[config.mk]
export PLATFORM = sky130hd
export DESIGN_NAME = exp_sum_accumulator
export DESIGN_NICKNAME = d
export VERILOG_FILES = /design/src/rtl/exp_sum_accumulator_pkg.sv /design/src/rtl/exp_sum_accumulator_sat_shift.sv /design/src/rtl/exp_sum_accumulator.sv
export SDC_FILE = /design/constraint.sdc
export NUM_CORES = 1
export LEC_CHECK = 0
export CAP_MARGIN = 20
export CORE_MARGIN = 2
export CORE_UTILIZATION = 55
export DETAILED_ROUTE_END_ITERATION = 16
export MAX_ROUTING_LAYER = met4
export PLACE_DENSITY = 0.86
export SETUP_SLACK_MARGIN = 0.2
export SLEW_MARGIN = 20
export SYNTH_ARGS = -nofsm -noshare
export SYNTH_HDL_FRONTEND = slang
export SYNTH_SLANG_ARGS = --single-unit
export TNS_END_PERCENT = 1
[constraint.sdc]
create_clock -name clock_i -period 3.51 [get_ports clock_i]
set_clock_uncertainty 0.15 [all_clocks]
set_input_delay 0.5265 -clock clock_i [delete_from_list [all_inputs] [get_ports clock_i]]
set_output_delay 0.5265 -clock clock_i [all_outputs]
set_load 0.05 [all_outputs]
[src/rtl/exp_sum_accumulator_pkg.sv]
// Shared softmax definitions: accumulator FSM encoding and width helpers.
package exp_sum_accumulator_pkg;

    localparam logic [0:0] ST_ACCUM = 1'b0;
    localparam logic [0:0] ST_DONE  = 1'b1;

    // Counter width able to hold 0..num inclusive.
    function automatic int unsigned cnt_w(input int unsigned num);
        return $clog2(num + 1);
    endfunction

    function automatic int unsigned acc_w(input int unsigned data_size, input int unsigned guard);
        return data_size + guard;
    endfunction

endpackage

[src/rtl/exp_sum_accumulator_sat_shift.sv]
// Right-shifts the accumulator and saturates the result to the output width.
module sat_shift
    import exp_sum_accumulator_pkg::*;
#(
    parameter int unsigned IN_W  = 36,
    parameter int unsigned OUT_W = 32,
    parameter int unsigned SHIFT = 4
) (
    input  logic [IN_W-1:0]  value,
    output logic [OUT_W-1:0] result_c
);

    logic [IN_W-1:0] shifted;

    assign shifted = value >> SHIFT;

    generate
        if (IN_W > OUT_W) begin : g_sat
            assign result_c = (|shifted[IN_W-1:OUT_W]) ? '1 : shifted[OUT_W-1:0];
        end else begin : g_pass
            assign result_c = OUT_W'(shifted);
        end
    endgenerate

endmodule

[src/rtl/exp_sum_accumulator.sv]
// Frame accumulator for softmax exponentials: sums up to NUM_DATA elements,
// presents the scaled, saturated sum with a valid/ready handshake.
module exp_sum_accumulator
    import exp_sum_accumulator_pkg::*;
#(
    parameter int unsigned DATA_SIZE  = 32,
    parameter int unsigned NUM_DATA   = 10,
    parameter int unsigned GUARD_BITS = 4,
    parameter int unsigned FRAC_SHIFT = 4,
    localparam int unsigned CNT_W     = cnt_w(NUM_DATA),
    localparam int unsigned ACC_W     = acc_w(DATA_SIZE, GUARD_BITS)
) (
    input  logic                 clock_i,
    input  logic                 reset_i,
    input  logic [DATA_SIZE-1:0] data_i,
    input  logic                 data_valid_i,
    output logic                 data_ready_o,
    input  logic                 last_i,
    output logic [DATA_SIZE-1:0] sum_o,
    output logic                 sum_valid_o,
    input  logic                 sum_ready_i,
    output logic [CNT_W-1:0]     count_o,
    output logic                 overflow_o
);

    logic [0:0]           state_q;
    logic [0:0]           state_nxt;
    logic [ACC_W-1:0]     acc_q;
    logic [ACC_W-1:0]     acc_nxt;
    logic [ACC_W:0]       acc_sum;
    logic [CNT_W-1:0]     cnt_q;
    logic [CNT_W-1:0]     cnt_nxt;
    logic                 ovf_q;
    logic                 ovf_nxt;
    logic                 load_sum;
    logic                 ready_q;
    logic                 valid_q;
    logic [DATA_SIZE-1:0] sum_q;
    logic [DATA_SIZE-1:0] sat_c;

    // sum_o is loaded from the post-add value so the final element is included.
    sat_shift #(
        .IN_W  (ACC_W),
        .OUT_W (DATA_SIZE),
        .SHIFT (FRAC_SHIFT)
    ) u_sat_shift (
        .value    (acc_nxt),
        .result_c (sat_c)
    );

    always_comb begin
        state_nxt = state_q;
        acc_nxt   = acc_q;
        cnt_nxt   = cnt_q;
        ovf_nxt   = ovf_q;
        load_sum  = 1'b0;
        acc_sum   = {1'b0, acc_q} + (ACC_W + 1)'(data_i);
        if (state_q == ST_ACCUM) begin
            if (data_valid_i) begin
                cnt_nxt = cnt_q + CNT_W'(1);
                // Once the carry is lost the frame total is meaningless; pin it at max.
                if (ovf_q || acc_sum[ACC_W]) begin
                    acc_nxt = '1;
                    ovf_nxt = 1'b1;
                end else begin
                    acc_nxt = acc_sum[ACC_W-1:0];
                end
                if (last_i || (cnt_nxt == CNT_W'(NUM_DATA))) begin
                    state_nxt = ST_DONE;
                    load_sum  = 1'b1;
                end
            end
        end else begin
            if (sum_ready_i) begin
                state_nxt = ST_ACCUM;
                acc_nxt   = '0;
                cnt_nxt   = '0;
                ovf_nxt   = 1'b0;
            end
        end
    end

    always_ff @(posedge clock_i or posedge reset_i) begin
        if (reset_i) begin
            state_q <= ST_ACCUM;
            acc_q   <= '0;
            cnt_q   <= '0;
            ovf_q   <= 1'b0;
            sum_q   <= '0;
            ready_q <= 1'b1;
            valid_q <= 1'b0;
        end else begin
            state_q <= state_nxt;
            acc_q   <= acc_nxt;
            cnt_q   <= cnt_nxt;
            ovf_q   <= ovf_nxt;
            ready_q <= (state_nxt == ST_ACCUM);
            valid_q <= (state_nxt == ST_DONE);
            if (load_sum) begin
                sum_q <= sat_c;
            end
        end
    end

    assign data_ready_o = ready_q;
    assign sum_valid_o  = valid_q;
    assign sum_o        = sum_q;
    assign count_o      = cnt_q;
    assign overflow_o   = ovf_q;

endmodule

### Word-level counts from Yosys, hierarchy flattened

Cells that the tools add are included.

* add/sub/neg operators: 2
* bitwise operators: 1
* reduce and logical (&&, ||, !) cells: 6
* muxes and demuxes: 16
* equality and inequality tests: 2

Operators with widths (count)
* $mux 36: 4
* $add 36x32->37: 1
* $mux 4: 3
* $mux 1: 9
* $add 4x1->4 const B: 1
* $eq 4x4->1 const B: 1
* $reduce_bool 2->1: 2
* $reduce_and 3->1: 1
* $logic_or 1x1->1: 2
* $ne 2x2->1 const B: 1
* $reduce_and 2->1: 1
* $not 1->1: 1

* output and inout bits: 39
* logic and storage cells: 34
* register bits after elaboration: 75
* bits of input ports: 37

### Depth between registers and ports, before layout

Gate-level depths: netlist (run 1).

* word-level depth: 7
* depth in mapped cells: 13
* gate-level depth less buffers: 11

### Modules after synthesis

From an unflattened synthesis (run 1), not the netlist that was laid out.

* cell total of the unflattened synthesis: 501
* area total of the unflattened synthesis: 4884.7 sq um

Modules (own cells, without submodules)
* exp_sum_accumulator: cells each 469, area each 4644.5 sq um, sequential area each 1878.1 sq um, times used 1
* sat_shift: cells each 32, area each 240.2 sq um, sequential area each 0.0 sq um, times used 1

### Worst setup path before layout (run 1)

Ideal clock, no wire load.

* path kind: input to register
* start: in data_i[0]
* end: reg sum_q[31] (netlist: sum_o[31])
* path slack: 470 ps
* cell stages on the path: 11
* data arrival time: 2757 ps
* data required time: 3227 ps
* path buffers: 0
* setup time: 133 ps
* cell sequence: ha_1 fa_1 a211oi_2 o211ai_1 nand4_1 nand3_2 a21oi_4 or2b_2 or4b_1 o211ai_2 o31ai_1

* cells in the longest elaborated chain, start to end: 5

Ends and longest elaborated chain
* start: declaration: RTL line exp_sum_accumulator.sv:15 `input logic [DATA_SIZE-1:0] data_i,`
* $add 36x32->37 *: RTL line exp_sum_accumulator.sv:57 `acc_sum = {1'b0, acc_q} + (ACC_W + 1)'(data_i);`
* $logic_or 1x1->1: RTL line exp_sum_accumulator.sv:62 `if (ovf_q || acc_sum[ACC_W]) begin`
* $mux 36 *: RTL line exp_sum_accumulator.sv:62
* $mux 36 *: RTL line exp_sum_accumulator.sv:59 `if (data_valid_i) begin`
* $mux 36 *: RTL line exp_sum_accumulator.sv:58 `if (state_q == ST_ACCUM) begin`
* end signal: assignment: RTL line exp_sum_accumulator.sv:100 `sum_q <= sat_c;`
* end: declaration: RTL line exp_sum_accumulator.sv:38 `logic [DATA_SIZE-1:0] sum_q;`

Mark *: on every way between the ends. The rest lies on a longest branch, timed or not. The select of a mux whose other input is x is not followed.
A chain may end at the register's enable or synchronous reset.

### Worst setup path in the final report (run 1)

* start: in data_i[0]
* end: reg acc_q[22]

* cells in the longest elaborated chain, start to end: 5

Ends and longest elaborated chain
* $add 36x32->37 *: RTL line exp_sum_accumulator.sv:57
* $logic_or 1x1->1: RTL line exp_sum_accumulator.sv:62
* $mux 36 *: RTL line exp_sum_accumulator.sv:62
* $mux 36 *: RTL line exp_sum_accumulator.sv:59
* $mux 36 *: RTL line exp_sum_accumulator.sv:58
* via acc_nxt[22]: RTL line exp_sum_accumulator.sv:29 `logic [ACC_W-1:0] acc_nxt;`
* end signal: assignment: RTL line exp_sum_accumulator.sv:94 `acc_q <= acc_nxt;`
* end: declaration: RTL line exp_sum_accumulator.sv:28 `logic [ACC_W-1:0] acc_q;`

Mark *: on every way through the listed nets, which the timed path passes. The rest lies on a longest branch. The select of a mux whose other input is x is not followed.

==> results.sh, run 1 <==
export IMPL_pin_count=76
export IMPL_final_layout_size_suffix_gt1_share_pct=12.63
export IMPL_finalSetupViolations=0
export IMPL_layout_area_seq_um2=1878
export IMPL_hp_class="in2async"
export IMPL_grt_usage_pct=28.64
export IMPL_fmax_ghz=0.3107
export IMPL_cts_sinks=75
export IMPL_via_count=4606
export IMPL_ys_seq_elements=75
export IMPL_yosysTopAreaCell="dfrtp_1"
export IMPL_grt_busiest_layer="met2"
export IMPL_dr_pass1_iters=5
export IMPL_ys_types=65
export IMPL_fin_ws_ns=0.2918
export IMPL_reg2reg_slack_ns=0.49
export IMPL_clk_pin_slew_worst_paths_ns=0.09
export IMPL_synth_area_leaders="dfrtp_1, ha_1, a21oi_1"
export IMPL_async_flop_share_pct=100.0
export IMPL_multiInputGateArea_um2=2889
export IMPL_tightest_slew_ns=0.6293
export IMPL_avgSynthCellArea_um2=8.725
export IMPL_rows=34
export IMPL_clock_latency_ns=0.35
export IMPL_finalNetCount=732
export IMPL_end_kind="flop"
export IMPL_die_width_um=99.01
export IMPL_status="finished, final reports clean"
export IMPL_fin_crit_sh_pct=91.69
export IMPL_hold_violations=0
export IMPL_synth_nets=641
export IMPL_grt_max_degree=37
export IMPL_die_h_um=99.01
export IMPL_dpl_hpwl_um=9643
export IMPL_gp_congestion=0.9531
export IMPL_filler_cell_count=643
export IMPL_drtIter0Drc=241
export IMPL_rsz0062_at_grt="false"
export IMPL_use_met2_pct=44.91
export IMPL_grt_pass1_wl_um=22270
export IMPL_grt_overflow=0
export IMPL_synthFlopType="dfrtp_1"
export IMPL_pre_cts_ws_ns=-0.1518
export IMPL_wl_per_cell_um=16.87
export IMPL_crit_type="in2reg"
export IMPL_tns_ns=0
export IMPL_ctsHoldBuffers=0
export IMPL_vdd_drop_max_mv=0.4815
export IMPL_critPathRequiredTime_ns=3.60
export IMPL_core_um2=8721
export IMPL_power_density_nw_per_um2=976.9
export IMPL_htree_num_levels=3
export IMPL_leakagePower_nw=2.840
export IMPL_cts_root_buf="clkbuf_8"
export IMPL_die_area_um2=9803
export IMPL_synth_seq_area_share_pct=37.83
export IMPL_port_buffers=75
export IMPL_via_per_inst=5.959
export IMPL_grt_util_met1_pct=38.22
export IMPL_first_global_vias=4724
export IMPL_drc=0
export IMPL_start_kind="input pin"
export IMPL_maxCapViolCount=0
export IMPL_relSlewSlack_pct=57.95
export IMPL_yosysMostFrequentCell="dfrtp_1"
export IMPL_synth_area_um2=4965
export IMPL_gr_usage_met3_pct=5.106
export IMPL_worstPathMaxFanout=3
export IMPL_slew_viol_final=0
export IMPL_antenna_left=0
export IMPL_start_util_pct=56.93
export IMPL_final_min_clock_period_ns=3.218
export IMPL_numCtsBuffers=9
export IMPL_worstPathArrival_ns=3.31
export IMPL_antenna_cells=0
export IMPL_synthCells=569
export IMPL_wirelength_um=13040
export IMPL_clk_path_buf_depth=2
export IMPL_antenna_found_initial=0
export IMPL_synth_edf_count=0
export IMPL_ys_warnings_count=0
export IMPL_syn2layout_area_growth_pct=25.38
export IMPL_cts_tree="done"
export IMPL_synth_common_cells="dfrtp_1, nand2_1, nor2_1"
export IMPL_synth_top_area_share_pct=37.30
[where the power goes]
group,total (W),switching (W),internal (W),leakage [nW]
combinational,0.00390,0.00233,0.00157,1.84
clock,0.000697,0.000349,0.000348,0.0987
sequential,0.00148,0.000253,0.00123,0.904
total,0.00608,0.00293,0.00315,2.84
[path summary, 6_finish.rpt]
check,start,depth (start not counted),endpoint
min,reset_i,2,sum_o[29]
min reg2reg,acc_q[3],2,acc_q[3]
max reg2reg,acc_q[0],11,acc_q[22]
min in group clock_i,acc_q[3],2,acc_q[3]
max,data_i[0],12,acc_q[22]
max in group asynchronous,reset_i,3,data_ready_o
[cells in the final DEF, fill, tap and decap left out, types with 4 or more instances in the layout]
cell type / synthesis / layout
o21ai_0: 29 / 29
nand3_1: 7 / 7
o31ai_1: 7 / 6
dfrtp_1: 74 / 74
a21oi_1: 56 / 55
buf_4: 1 / 35
clkdlybuf4s50_1: 0 / 75
a21o_1: 26 / 26
o21bai_1: 4 / 4
a22o_1: 10 / 10
inv_1: 18 / 17
nor2_1: 62 / 61
and3_1: 4 / 4
o21ai_1: 20 / 20
ha_1: 34 / 34
nand2_1: 62 / 62
clkbuf_8: 0 / 10
nand4_1: 11 / 11
xnor2_1: 19 / 19
a21oi_2: 5 / 6
xor2_1: 12 / 12
a31oi_1: 19 / 19
[layer usage]
metal	up-vias	part of all wire (%)
met3	24	5.7
met4	0	1.8
met2	152	47
met1	2200	46
met5	-	0
li1	2230	-
[logic make-up (layout without fill, tap and decap cells)]
family,count (synthesis),count (layout),share of synthesized area (%)
AOI/OAI and AO/OA,210,210,28.18
and+or+nand+nor,167,167,14.89
DFF,75,75,37.83
buffers and inverters,50,146,4.460
adders and majority gates,35,35,8.972
xor gates and xnor gates,31,31,5.469
muxes,1,1,0.2016
[flip-flops by register name, indices dropped and copies added, names as in the netlist]
register      flops
count_o           4
sum_o            32
overflow_o        1
sum_valid_o       1
data_ready_o      1
acc_q            36
[through the flow]
stage	cell area (um2)	instances	hold slack [ns]	util, %	power (W)
floorplan	4965	569	0.2928	-	0.004184
global placement	6003	756	0.3069	68.84	0.005220
detailed placement	6003	756	0.3170	68.84	0.005331
CTS	6210	772	0.2730	71.21	0.006053
global route	6225	773	0.3025	71.38	0.006517
finish	6225	773	0.2762	71.38	0.006081
[critical path, stage by stage]
cell,delay [ns]
clkdlybuf4s50_1,0.40
ha_1,0.23
fa_2,0.37
a211oi_2,0.28
o211ai_1,0.16
and3_1,0.21
or3_4,0.42
a21oi_2,0.19
o31ai_1,0.09
xnor2_1,0.18
nand2_1,0.07
a22o_1,0.17
[layout make-up]
class	instances	area share, %
timing repair buffer	112	16.92
tap	108	2.171
clock inverter	6	1.025
inverter	18	1.085
multi-input combinational	444	46.41
sequential	75	30.17
clock buffer	10	2.211
[timing repair]
item,in CTS,in global routing
resized for setup,1,2
pin swaps,0,3
endpoints found under the hold margin,0,0
buffers inserted,0,1
gates cloned,0,0
setup endpoints to repair,2,38
Power figures use the tool's default switching activity.
==> run 2, diff against run 1 <==
- ABC_CLOCK_PERIOD_IN_PS: default -> 3510
- CTS_CLUSTER_DIAMETER: default -> 120
==> results of run 2 <==
Same layout as run 1: the final DEF is identical, and so are final timing and power.
==> run 3, diff against run 2 <==
- CORE_MARGIN: 2 -> 3
- DONT_BUFFER_PORTS: default -> 1
- PLACE_DENSITY: 0.86 -> 0.75
- SLEW_MARGIN: 20 -> 10
==> run 3 against run 2 <==
Net effect: clock power rose by 20%; global-route usage shrank 4.2 points; die area grew 4.1%; critical endpoint unchanged.
==> results.sh, run 3 (synthesized netlist as in run 1, its figures left out) <==
export IMPL_status="finished, final reports clean"
export IMPL_crit_type="reg2reg"
export IMPL_grt_overflow=0
export IMPL_htree_num_levels=3
export IMPL_wl_per_cell_um=17.73
export IMPL_finalNetCount=633
export IMPL_p_sw_w=0.002794
export IMPL_via_count=4131
export IMPL_cts_root_buf="clkbuf_8"
export IMPL_slew_viol_final=0
export IMPL_tns_ns=0
export IMPL_clk_pin_slew_worst_paths_ns=0.09
export IMPL_die_width_um=101.0
export IMPL_filler_cell_count=774
export IMPL_tightest_slew_ns=0.8308
export IMPL_dr_pass1_iters=5
export IMPL_largest_reg_flops=36
export IMPL_pwr_share_seq_pct=38.1
export IMPL_mostFrequentLayoutCell="dfrtp_1"
export IMPL_pre_cts_ws_ns=0.2369
export IMPL_wirelength_um=11950
export IMPL_worstPathMaxFanout=3
export IMPL_hold_worst_slack_ns=0.06137
export IMPL_r2r_end="acc_q[22]"
export IMPL_port_buffers=0
export IMPL_antenna_found_initial=0
export IMPL_grt_pass1_wl_um=19420
export IMPL_final_min_clock_period_ns=3.138
export IMPL_vdd_drop_max_mv=0.4815
export IMPL_power_density_nw_per_um2=1040
export IMPL_start_kind="flop"
export IMPL_antenna_cells=0
export IMPL_p_int_w=0.002762
export IMPL_rows=34
export IMPL_numCtsBuffers=9
export IMPL_start_util_pct=56.65
export IMPL_die_area_um2=10200
export IMPL_maxCapViolCount=0
export IMPL_reg2reg_slack_ns=0.37
export IMPL_syn2layout_area_growth_pct=7.560
export IMPL_relSlewSlack_pct=44.53
export IMPL_grt_usage_pct=24.40
export IMPL_hold_violations=0
export IMPL_clock_latency_ns=0.35
export IMPL_cts_sinks=75
export IMPL_dpl_hpwl_um=8821
export IMPL_worstPathArrival_ns=3.23
export IMPL_core_um2=8763
export IMPL_fin_crit_sh_pct=89.40
export IMPL_die_h_um=101.0
export IMPL_regMostFlops="acc_q"
export IMPL_grt_max_degree=41
export IMPL_multiInputGateArea_um2=2877
export IMPL_swShare_pct=50.29
export IMPL_cts_tree="done"
export IMPL_rsz0062_at_grt="false"
export IMPL_pin_count=76
export IMPL_drc=0
export IMPL_rr_startpoint="acc_q[0]"
export IMPL_fin_ws_ns=0.3719
export IMPL_gp_congestion=0.9306
export IMPL_layout_area_seq_um2=1878
export IMPL_leakagePower_nw=2.465
export IMPL_via_per_inst=6.129
export IMPL_first_global_vias=3999
export IMPL_rr_worst_depth=11
export IMPL_end_kind="flop"
export IMPL_drtIter0Drc=256
export IMPL_clkPwrFrac_pct=15.0
export IMPL_hp_class="in2async"
export IMPL_antenna_left=0
export IMPL_final_layout_size_suffix_gt1_share_pct=10.07
export IMPL_finalSetupViolations=0
export IMPL_ctsHoldBuffers=0
export IMPL_fmax_ghz=0.3187
export IMPL_cts_resized_gates=0
export IMPL_comb_power_share_pct=46.8
export IMPL_critPathRequiredTime_ns=3.60
export IMPL_clk_path_buf_depth=2
export IMPL_layout_common_cells="dfrtp_1, nand2_1, nor2_1"
export IMPL_cts_setup_buffers=0
-- run 3: changes by cell type in the layout (fill, tap and decap cells not counted), sizes merged --
| cell | before | now |
|---|---|---|
| inv | 19 | 20 |
| bufinv | 1 | 3 |
| clkinv | 2 | 1 |
| clkinvlp | 2 | 1 |
| buf | 37 | 13 |
| clkbuf | 10 | 9 |
| clkdlybuf4s50 | 75 | 0 |
-- run 3: how the worst max path moves through the flow --
stage / slack [ns] / endpoint / depth (start not counted) / from
2_1_floorplan: 0.47 / sum_o[31] / 11 / data_i[0]
3_3_place_gp: 0.30 / acc_q[22] / 11 / data_i[0]
3_5_place_dp: 0.24 / acc_q[22] / 11 / data_i[0]
4_1_cts: 0.38 / acc_q[22] / 11 / acc_q[0]
5_1_grt: 0.20 / acc_q[22] / 11 / acc_q[0]
6_report: 0.37 / acc_q[22] / 11 / acc_q[0]
-- run 3: power by group through the flow --
stage                     Combinational (W)  Clock (W)  Sequential (W)
after floorplan                     0.00208          0         0.00210
after global placement              0.00252          0         0.00212
after detailed placement            0.00257          0         0.00214
after CTS                           0.00258   0.000854         0.00212
after global routing                0.00291   0.000884         0.00217
final                               0.00260   0.000835         0.00212
-- run 3: critical path, stage by stage (launching register included) --
cell	delay (ns)
dfrtp_1	0.39
ha_1	0.20
fa_1	0.46
a211oi_2	0.27
o211ai_1	0.15
and3_1	0.19
or3_1	0.45
a21oi_2	0.21
o31ai_1	0.10
xnor2_1	0.21
nand2_1	0.07
a22o_1	0.17
-- run 3: stage by stage --
stage | power, W | util (%) | cell area (um2) | std cells
after global placement | 0.004641 | 58.11 | 5092 | 658
after floorplan | 0.004184 | - | 4965 | 569
after CTS | 0.005562 | 60.94 | 5340 | 674
final | 0.005555 | 60.94 | 5340 | 674
after detailed placement | 0.004712 | 58.11 | 5092 | 658
after global routing | 0.005957 | 60.94 | 5340 | 674
-- run 3: layer usage --
metal / track usage (%) / part of all wire (%) / wire [um]
met5: - / 0 / 0
met4: 7.975 / 1.5 / 175
met3: 4.498 / 5.6 / 668
met2: 37.22 / 46 / 5449
met1: 32.93 / 47 / 5655
-- run 3: cell type report --
type	count	area share [%]
clock buffer	9	2.320
clock inverter	7	2.320
sequential	75	35.17
multi-input combinational	444	53.87
inverter	18	1.265
tap	108	2.530
timing repair buffer	13	2.530
